$ cat config.mk
export PLATFORM = sky130hd
export DESIGN_NAME = reorder_buffer
export DESIGN_NICKNAME = d
export VERILOG_FILES = /design/src/rtl/cpu_pkg.sv /design/src/rtl/rob_retire_sel.sv /design/src/rtl/reorder_buffer.sv
export SDC_FILE = /design/constraint.sdc
export NUM_CORES = 1
export LEC_CHECK = 0
export ABC_CLOCK_PERIOD_IN_PS = 5400
export CORE_MARGIN = 2
export CORE_UTILIZATION = 50
export DETAILED_ROUTE_END_ITERATION = 10
export GPL_TIMING_DRIVEN = 0
export PLACE_DENSITY_LB_ADDON = 0.2
export SETUP_SLACK_MARGIN = 0.4
export SYNTH_ARGS = -nofsm -noshare
export SYNTH_HDL_FRONTEND = slang
export SYNTH_SLANG_ARGS = --single-unit
$ cat constraint.sdc
create_clock -name clk -period 5.4 [get_ports clk]
set_input_delay 1.08 -clock clk [delete_from_list [all_inputs] [get_ports clk]]
set_output_delay 1.08 -clock clk [all_outputs]
set_load 0.005 [all_outputs]
$ cat src/rtl/cpu_pkg.sv
// cpu_pkg: widths, register-zero constant and ROB entry layout shared across the core
package cpu_pkg;
  localparam int DEF_PREG_WIDTH = 6;
  localparam int DEF_AREG_WIDTH = 5;
  localparam int DEF_PC_WIDTH = 12;
  localparam logic [DEF_PREG_WIDTH-1:0] PREG_ZERO = '0;
  typedef struct packed {
    logic valid;
    logic done;
    logic reg_write;
    logic [DEF_AREG_WIDTH-1:0] rd;
    logic [DEF_PREG_WIDTH-1:0] prd;
    logic [DEF_PREG_WIDTH-1:0] old_prd;
    logic [DEF_PC_WIDTH-1:0] pc;
  } rob_entry_t;
endpackage

$ cat src/rtl/rob_retire_sel.sv
// rob_retire_sel: contiguous retire mask from head plus its popcount
module rob_retire_sel #(
  parameter int W = 2
) (
  input  logic [W-1:0]           valid,
  input  logic [W-1:0]           done,
  output logic [W-1:0]           mask,
  output logic [$clog2(W+1)-1:0] cnt
);
  localparam int CW = $clog2(W + 1);
  // a slot retires only while every older slot also retires
  always_comb begin
    logic run;
    run = 1'b1;
    mask = '0;
    cnt = '0;
    for (int j = 0; j < W; j++) begin
      run = run && valid[j] && done[j];
      mask[j] = run;
      cnt = cnt + CW'(run);
    end
  end
endmodule

$ cat src/rtl/reorder_buffer.sv
// reorder_buffer: in-order retirement of out-of-order completions, returning old physical registers
module reorder_buffer
  import cpu_pkg::*;
#(
  parameter int DEPTH = 16,
  parameter int PREG_WIDTH = DEF_PREG_WIDTH,
  parameter int AREG_WIDTH = DEF_AREG_WIDTH,
  parameter int PC_WIDTH = DEF_PC_WIDTH,
  parameter int CPL_PORTS = 2,
  parameter int RETIRE_W = 2,
  localparam int IDXW = $clog2(DEPTH)
) (
  input  logic                           clk,
  input  logic                           rst,
  input  logic                           alloc_valid,
  output logic                           alloc_ready,
  input  logic                           alloc_reg_write,
  input  logic [AREG_WIDTH-1:0]          alloc_rd,
  input  logic [PREG_WIDTH-1:0]          alloc_prd,
  input  logic [PREG_WIDTH-1:0]          alloc_old_prd,
  input  logic [PC_WIDTH-1:0]            alloc_pc,
  output logic [IDXW-1:0]                alloc_tag,
  input  logic [CPL_PORTS-1:0]           cpl_valid,
  input  logic [CPL_PORTS*IDXW-1:0]      cpl_tag,
  input  logic                           flush,
  output logic [RETIRE_W-1:0]            ret_valid,
  output logic [RETIRE_W*AREG_WIDTH-1:0] ret_rd,
  output logic [RETIRE_W*PREG_WIDTH-1:0] ret_prd,
  output logic [RETIRE_W*PC_WIDTH-1:0]   ret_pc,
  output logic [RETIRE_W-1:0]            free_push,
  output logic [RETIRE_W*PREG_WIDTH-1:0] free_reg,
  output logic [IDXW:0]                  count,
  output logic                           empty,
  output logic                           full
);
  localparam int CW = $clog2(RETIRE_W + 1);
  rob_entry_t ent_q [DEPTH];
  rob_entry_t ent_d [DEPTH];
  logic [IDXW:0] head_q, head_d, tail_q, tail_d, count_q, count_d;
  logic [RETIRE_W-1:0] sel_v, sel_d, mask;
  logic [CW-1:0] sel_n, n_ret;
  logic alloc_fire;
  assign full = (head_q[IDXW-1:0] == tail_q[IDXW-1:0]) && (head_q[IDXW] != tail_q[IDXW]);
  assign empty = head_q == tail_q;
  assign alloc_ready = !full && !flush;
  assign alloc_tag = tail_q[IDXW-1:0];
  assign count = count_q;
  assign alloc_fire = alloc_valid && alloc_ready;
  assign ret_valid = flush ? '0 : mask;
  assign n_ret = flush ? '0 : sel_n;
  for (genvar i = 0; i < RETIRE_W; i++) begin : g_slot
    logic [IDXW-1:0] idx;
    assign idx = head_q[IDXW-1:0] + IDXW'(i);
    assign sel_v[i] = ent_q[idx].valid;
    assign sel_d[i] = ent_q[idx].done;
    assign ret_rd[i*AREG_WIDTH +: AREG_WIDTH] = ent_q[idx].rd;
    assign ret_prd[i*PREG_WIDTH +: PREG_WIDTH] = ent_q[idx].prd;
    assign ret_pc[i*PC_WIDTH +: PC_WIDTH] = ent_q[idx].pc;
    assign free_reg[i*PREG_WIDTH +: PREG_WIDTH] = ent_q[idx].old_prd;
    assign free_push[i] = ret_valid[i] && ent_q[idx].reg_write && ent_q[idx].old_prd != PREG_ZERO;
  end
  rob_retire_sel #(.W(RETIRE_W)) u_sel (
    .valid(sel_v),
    .done (sel_d),
    .mask (mask),
    .cnt  (sel_n)
  );
  // completion marks done, retirement frees slots, allocation fills tail; flush drops all three
  always_comb begin
    logic [IDXW-1:0] idx;
    ent_d = ent_q;
    head_d = head_q;
    tail_d = tail_q;
    count_d = count_q;
    idx = '0;
    if (flush) begin
      for (int i = 0; i < DEPTH; i++) ent_d[i].valid = 1'b0;
      head_d = '0;
      tail_d = '0;
      count_d = '0;
    end else begin
      for (int k = 0; k < CPL_PORTS; k++) begin
        idx = cpl_tag[k*IDXW +: IDXW];
        if (cpl_valid[k] && ent_q[idx].valid) ent_d[idx].done = 1'b1;
      end
      for (int j = 0; j < RETIRE_W; j++) begin
        idx = head_q[IDXW-1:0] + IDXW'(j);
        if (ret_valid[j]) ent_d[idx].valid = 1'b0;
      end
      if (alloc_fire)
        ent_d[tail_q[IDXW-1:0]] = '{valid: 1'b1, done: 1'b0, reg_write: alloc_reg_write, rd: alloc_rd,
                                    prd: alloc_prd, old_prd: alloc_old_prd, pc: alloc_pc};
      head_d = head_q + (IDXW+1)'(n_ret);
      tail_d = tail_q + (IDXW+1)'(alloc_fire);
      count_d = count_q + (IDXW+1)'(alloc_fire) - (IDXW+1)'(n_ret);
    end
  end
  // state registers; reset clears every field so idle outputs read zero
  always_ff @(posedge clk or negedge rst) begin
    if (!rst) begin
      for (int i = 0; i < DEPTH; i++) ent_q[i] <= '0;
      head_q <= '0;
      tail_q <= '0;
      count_q <= '0;
    end else begin
      ent_q <= ent_d;
      head_q <= head_d;
      tail_q <= tail_d;
      count_q <= count_d;
    end
  end
endmodule

==> results.ini, run 1 <==
[global_route]
antenna_found_initial=1
grt_max_degree=124
globalRouteOverflowTotal=0
grt_pass1_vias=19520
track_usage=0.305
grt_first_pass_wirelength_um=131000

[yosys]
synth_nets=1870
yosysMostFrequentCell=dfrtp_1
synth_cell_types=54
ys_ff_latch=527
synth_top_area_cell=dfrtp_1
syn_inst=1809
netlist.area_leader.share=0.463
synth_flop_cell=dfrtp_1
synth_area_mm2=0.0285
ys_top_cells_by_count=dfrtp_1 (527), mux2_2 (435), mux4_2 (304)
yosysWarnings=0
synth_edf_count=0
syn_area_per_cell_um2=15.8
synth_area_leaders=dfrtp_1 (46%), mux4_2 (24%), mux2_2 (17%), buf_2 (1.6%), mux2_4 (1.5%)
async_flop_share=1.00
seq_area_frac_synth=0.463

[floorplan]
rows=87
start_util=0.506
fp.dieW_um=243
io_pins=118
coreArea_mm2=0.0564
dieArea_mm2=0.0589
fp.dieH_um=243

[drt]
drc_errors=0
drt_iter0_drc=1700
dr.pass1.iters=7
totalWireLength_um=88300
ant_nets=0
via_count=18628
wl_per_cell_um=31.7
vias_per_cell=6.68

[worst_setup_path]
worstPathRequired_ns=4.32
crit_type=flip-flop to output pin
r2r_slack_ns=0.74
cp_max_fo=10
worstPathArrival_ns=3.89
startpoint_type=flip-flop
crit_path_end_kind=output pin

[timing]
max_freq_ghz=0.201
hold_viol=0
fin_crit_sh=0.921
timing.final.setup_violations=0
whs_ns=0.390
tns_ns=0
maxSlewHeadroom=0.141
fin_ws_ns=0.425
min_period_ns=4.97
tightest_slew_ns=1.29
drv_slew=0
clock_skew_ns=0.0277
rsz0062_at_grt=true

[power]
power_density_mw_per_mm2=292
vdd_drop_max_mv=0.257
cellLeakagePower_nw=14.7

[cells_and_area]
final_util=0.586
fill_cells=4409
drive_gt1_frac=0.497
layout.nets=2047
antenna_cells=0
area_growth_pct=15.9

[placement]
dp.final_hpwl_um=58700
pre_cts_slack_ns=-0.397
io_buffers=112
place_congestion=0.934

[flow_run]
drv_cap=0

[clock_tree]
post-cts-setup-buffers=0
clock-sinks=527
clkSlewWorstSetupHoldPaths_ns=0.07
insertion_delay_ns=0.64
cts_buffers=58
cts_tree=yes
clockBufferDepth=3
cts_htree_levels=2
clockRootBuffer=clkbuf_16

[outcome]
status=finished clean

[worst_hold_path]
min_path_type=input pin to async pin

[cells by family (layout without fill, tap and decap cells)]
| logic type | count (synthesis) | in the layout | synth area share |
|---|---|---|---|
| AOI/OAI and AO/OA | 81 | 81 | 0.0198 |
| xor gates and xnor gates | 19 | 19 | 0.00610 |
| adders and majority gates | 17 | 17 | 0.00799 |
| buffers and inverters | 196 | 419 | 0.0328 |
| DFF | 527 | 527 | 0.463 |
| muxes | 799 | 799 | 0.439 |
| and+or+nand+nor | 170 | 170 | 0.0320 |
[cell usage in the layout, fill, tap and decap left out, types with 18 or more instances in the layout]
cell,n
dfrtp_1,527
mux2_2,435
mux4_2,304
clkdlybuf4s50_1,111
buf_2,60
clkbuf_16,60
clkbuf_1,53
nor2_1,37
nand2_1,37
mux2_4,28
clkbuf_8,25
nand3_1,23
buf_4,22
buf_6,20
mux2_1,18
[metrics by stage]
stage               instance area, um2  total power, mW  instances
global placement                 30600             5.52       2677
detailed placement               30700             5.56       2682
global route                     33100             9.95       2788
finish                           33100             9.64       2788
CTS                              33000             9.69       2788
floorplan                        28500             4.94       1809
[state kept, by name, indices dropped and copies added, names as in the netlist]
signal	flops
ent_q	512
count	5
head_q	5
tail_q	5
[cell type report]
cell class                      instances  area [um2]  share of cell area
Buffer                                180        1130              0.0343
Clock buffer                           86        1780              0.0538
Clock inverter                         20         230             0.00697
Inverter                               16        60.1             0.00182
Multi-Input combinational cell       1086       14500               0.437
Sequential cell                       527       13200               0.399
Tap cell                              756         946              0.0286
Timing Repair Buffer                  117        1260              0.0382
[what timing repair did]
| item | CTS | global route |
|---|---|---|
| pin swaps | 0 | 0 |
| setup endpoints to repair | 57 | 34 |
| gates resized for setup | 75 | 34 |
| hold buffers | 0 | 0 |
[final timing paths]
check                           start     endpoint  cells after the start
setup / recovery            head_q[0]  ret_prd[11]                      7
hold / removal                    rst   ent_q[350]                      1
setup reg to reg            head_q[0]     count[4]                     20
hold reg to reg            ent_q[318]   ent_q[318]                      1
max in group asynchronous         rst   ent_q[270]                      4
min in group clk           ent_q[318]   ent_q[318]                      1
[worst max-delay path, stage by stage, from the launching register on]
cell and delay (ns):
dfrtp_1 0.43, ha_1 0.21, clkbuf_1 0.32, xnor2_4 0.46
clkbuf_4 0.42, buf_2 0.48, mux4_2 0.46, clkdlybuf4s50_1 0.48
[layer usage]
layer,up-vias,global-route usage,share of wire
met1,10103,0.404,0.39
met3,231,0.0710,0.083
li1,7402,-,-
met5,-,0.00735,0.00078
met2,888,0.478,0.47
met4,4,0.149,0.052
[where the power goes]
part	total, mW	internal (mW)	switching, mW
Sequential	4.30	4.15	0.149
Combinational	1.20	0.710	0.490
Clock	4.13	2.46	1.67
Total	9.64	7.33	2.31
No activity file was read; power rests on OpenSTA's default activity.
==> run 2, diff against run 1 <==
--- a/config.mk
+++ b/config.mk
@@ -10,2 +10,3 @@
 export CORE_UTILIZATION = 50
+export CTS_CLUSTER_SIZE = 24
 export DETAILED_ROUTE_END_ITERATION = 10
@@ -14,2 +15,3 @@
 export SETUP_SLACK_MARGIN = 0.4
+export SLEW_MARGIN = 20
 export SYNTH_ARGS = -nofsm -noshare
--- a/constraint.sdc
+++ b/constraint.sdc
@@ -3,2 +3,2 @@
 set_output_delay 1.08 -clock clk [all_outputs]
-set_load 0.005 [all_outputs]
+set_load 0.01 [all_outputs]
==> run 2 against run 1 <==
Net effect: critical path depth increased by 2; via count about the same; clock skew decreased by 0.0089 ns; clock power increased by 2%; non-clock buffer count increased by 4; wire length increased by 0.23%; worst hold slack improved by 0.047 ns; fmax decreased by 0.44%; final area increased by 0.27%; largest power group unchanged.
==> results.ini, run 2 (synthesis gave the netlist of run 1 again) <==
[worst_setup_path]
cp_max_fo=10
worstPathRequired_ns=4.32
startpoint_type=flip-flop
worstPathArrival_ns=3.92
crit_path_end_kind=output pin
crit_type=flip-flop to output pin

[cells_and_area]
fill_cells=4411
area_growth_pct=16.2
final_common_cell=dfrtp_1
layout.nets=2052
regMostFlops=ent_q
multi_input_area_mm2=0.0145
seq_area_mm2=0.0132
final_util=0.588
drive_gt1_frac=0.499
largest_reg_flops=512
design_area_mm2=0.0331
layout_common_cells=dfrtp_1 (527), mux2_2 (435), mux4_2 (304)

[power]
totalPowerFinal_mw=9.77
vdd_drop_max_mv=0.286
clkPwrFrac=0.431
p_sw_frac=0.244
power_density_mw_per_mm2=295
cellLeakagePower_nw=14.7
p_comb_frac=0.128
p_seq_frac=0.441
p_sw_mw=2.38
p_int_mw=7.39

[outcome]
status=finished clean

[placement]
io_buffers=112
place_congestion=0.934
placement.cell_area_mm2=0.0307
dp.final_hpwl_um=58700
pre_cts_slack_ns=-0.432

[clock_tree]
clock-sinks=527
cts_tree=yes
clockBufferDepth=3
insertion_delay_ns=0.63
cts_buffers=59
cts_htree_levels=2
clockRootBuffer=clkbuf_16
clkSlewWorstSetupHoldPaths_ns=0.05

[timing]
clock_skew_ns=0.0188
whs_ns=0.436
min_period_ns=5.00
maxSlewHeadroom=0.299
timing.final.setup_violations=0
drv_slew=0
rsz0062_at_grt=true
fin_ws_ns=0.403
max_freq_ghz=0.200
hold_viol=0
fin_crit_sh=0.925
tightest_slew_ns=1.05

[drt]
wl_per_cell_um=31.6
dr.pass1.iters=5
ant_nets=0
drt_iter0_drc=1599
via_count=18623
drc_errors=0
totalWireLength_um=88500
vias_per_cell=6.66

[global_route]
antenna_found_initial=1
grt_use_met3=0.0772
grt_pass1_vias=19512
grt_first_pass_wirelength_um=131000
top_usage_layer=met2
grt_max_degree=100
gr-usage-met2=0.476
use_met1=0.399
track_usage=0.304
globalRouteOverflowTotal=0

[floorplan]
fp.dieH_um=243
fp.dieW_um=243
dieArea_mm2=0.0589
start_util=0.506
io_pins=118
coreArea_mm2=0.0564
rows=87

[worst_hold_path]
min_path_type=input pin to async pin

[flow_run]
drv_cap=0

[run 2: cell types whose count changed in the layout (fill, tap and decap cells not counted), moves of 3 or more]
cell	previous run	this run
clkbuf_4	15	10
clkbuf_8	25	28
buf_4	22	28
clkbuf_1	53	56
[run 2: metal layers]
metal,up-vias,wire length (um)
li1,7407,-
met1,10001,34200
met2,967,41600
met3,246,7780
met4,2,4880
met5,-,13
[run 2: power by group through the flow]
stage / Clock [mW] / Sequential (mW) / Combinational (mW)
global route: 4.41 / 4.33 / 1.33
detailed placement: 0 / 4.37 / 1.25
finish: 4.21 / 4.31 / 1.25
global placement: 0 / 4.36 / 1.22
CTS: 4.26 / 4.30 / 1.26
floorplan: 0 / 4.32 / 0.676
[run 2: final timing paths]
| path | from | to | slack (ns) | depth (start not counted) |
|---|---|---|---|---|
| max reg2reg | head_q[0] | count[4] | 0.72 | 20 |
| min in group clk | ent_q[318] | ent_q[318] | 0.49 | 1 |
| max in group asynchronous | rst | ent_q[41] | 3.11 | 4 |
| max | head_q[0] | ret_pc[23] | 0.40 | 9 |
| min | rst | ent_q[350] | 0.44 | 1 |
| min reg2reg | ent_q[318] | ent_q[318] | 0.49 | 1 |
[run 2: cell type report]
cell class / instances / area share
Buffer: 180 / 0.0345
Timing Repair Buffer: 121 / 0.0390
Multi-Input combinational cell: 1086 / 0.436
Sequential cell: 527 / 0.398
Clock inverter: 22 / 0.00789
Tap cell: 756 / 0.0285
Inverter: 16 / 0.00193
Antenna cell: 1 / 0.0000755
Clock buffer: 89 / 0.0540
[run 2: through the flow]
step	TNS (ns)	instances
final	0	2798
after detailed placement	-7.29	2683
after CTS	0	2794
after floorplan	0	1809
after global placement	-	2677
after global routing	0	2797
[run 2: critical path, cell delays in order (launching register included)]
cell	delay, ns
dfrtp_1	0.43
buf_8	0.21
clkinvlp_4	0.17
ha_4	0.36
clkbuf_8	0.22
clkbuf_8	0.21
clkbuf_8	0.25
mux4_2	0.36
mux4_2	0.56
clkdlybuf4s50_1	0.52
[run 2: repair_timing]
item | CTS | global route
setup endpoints to repair | 58 | 41
setup buffers | 0 | 3
hold buffers | 0 | 0
gates resized for setup | 75 | 26
pin swaps | 1 | 1
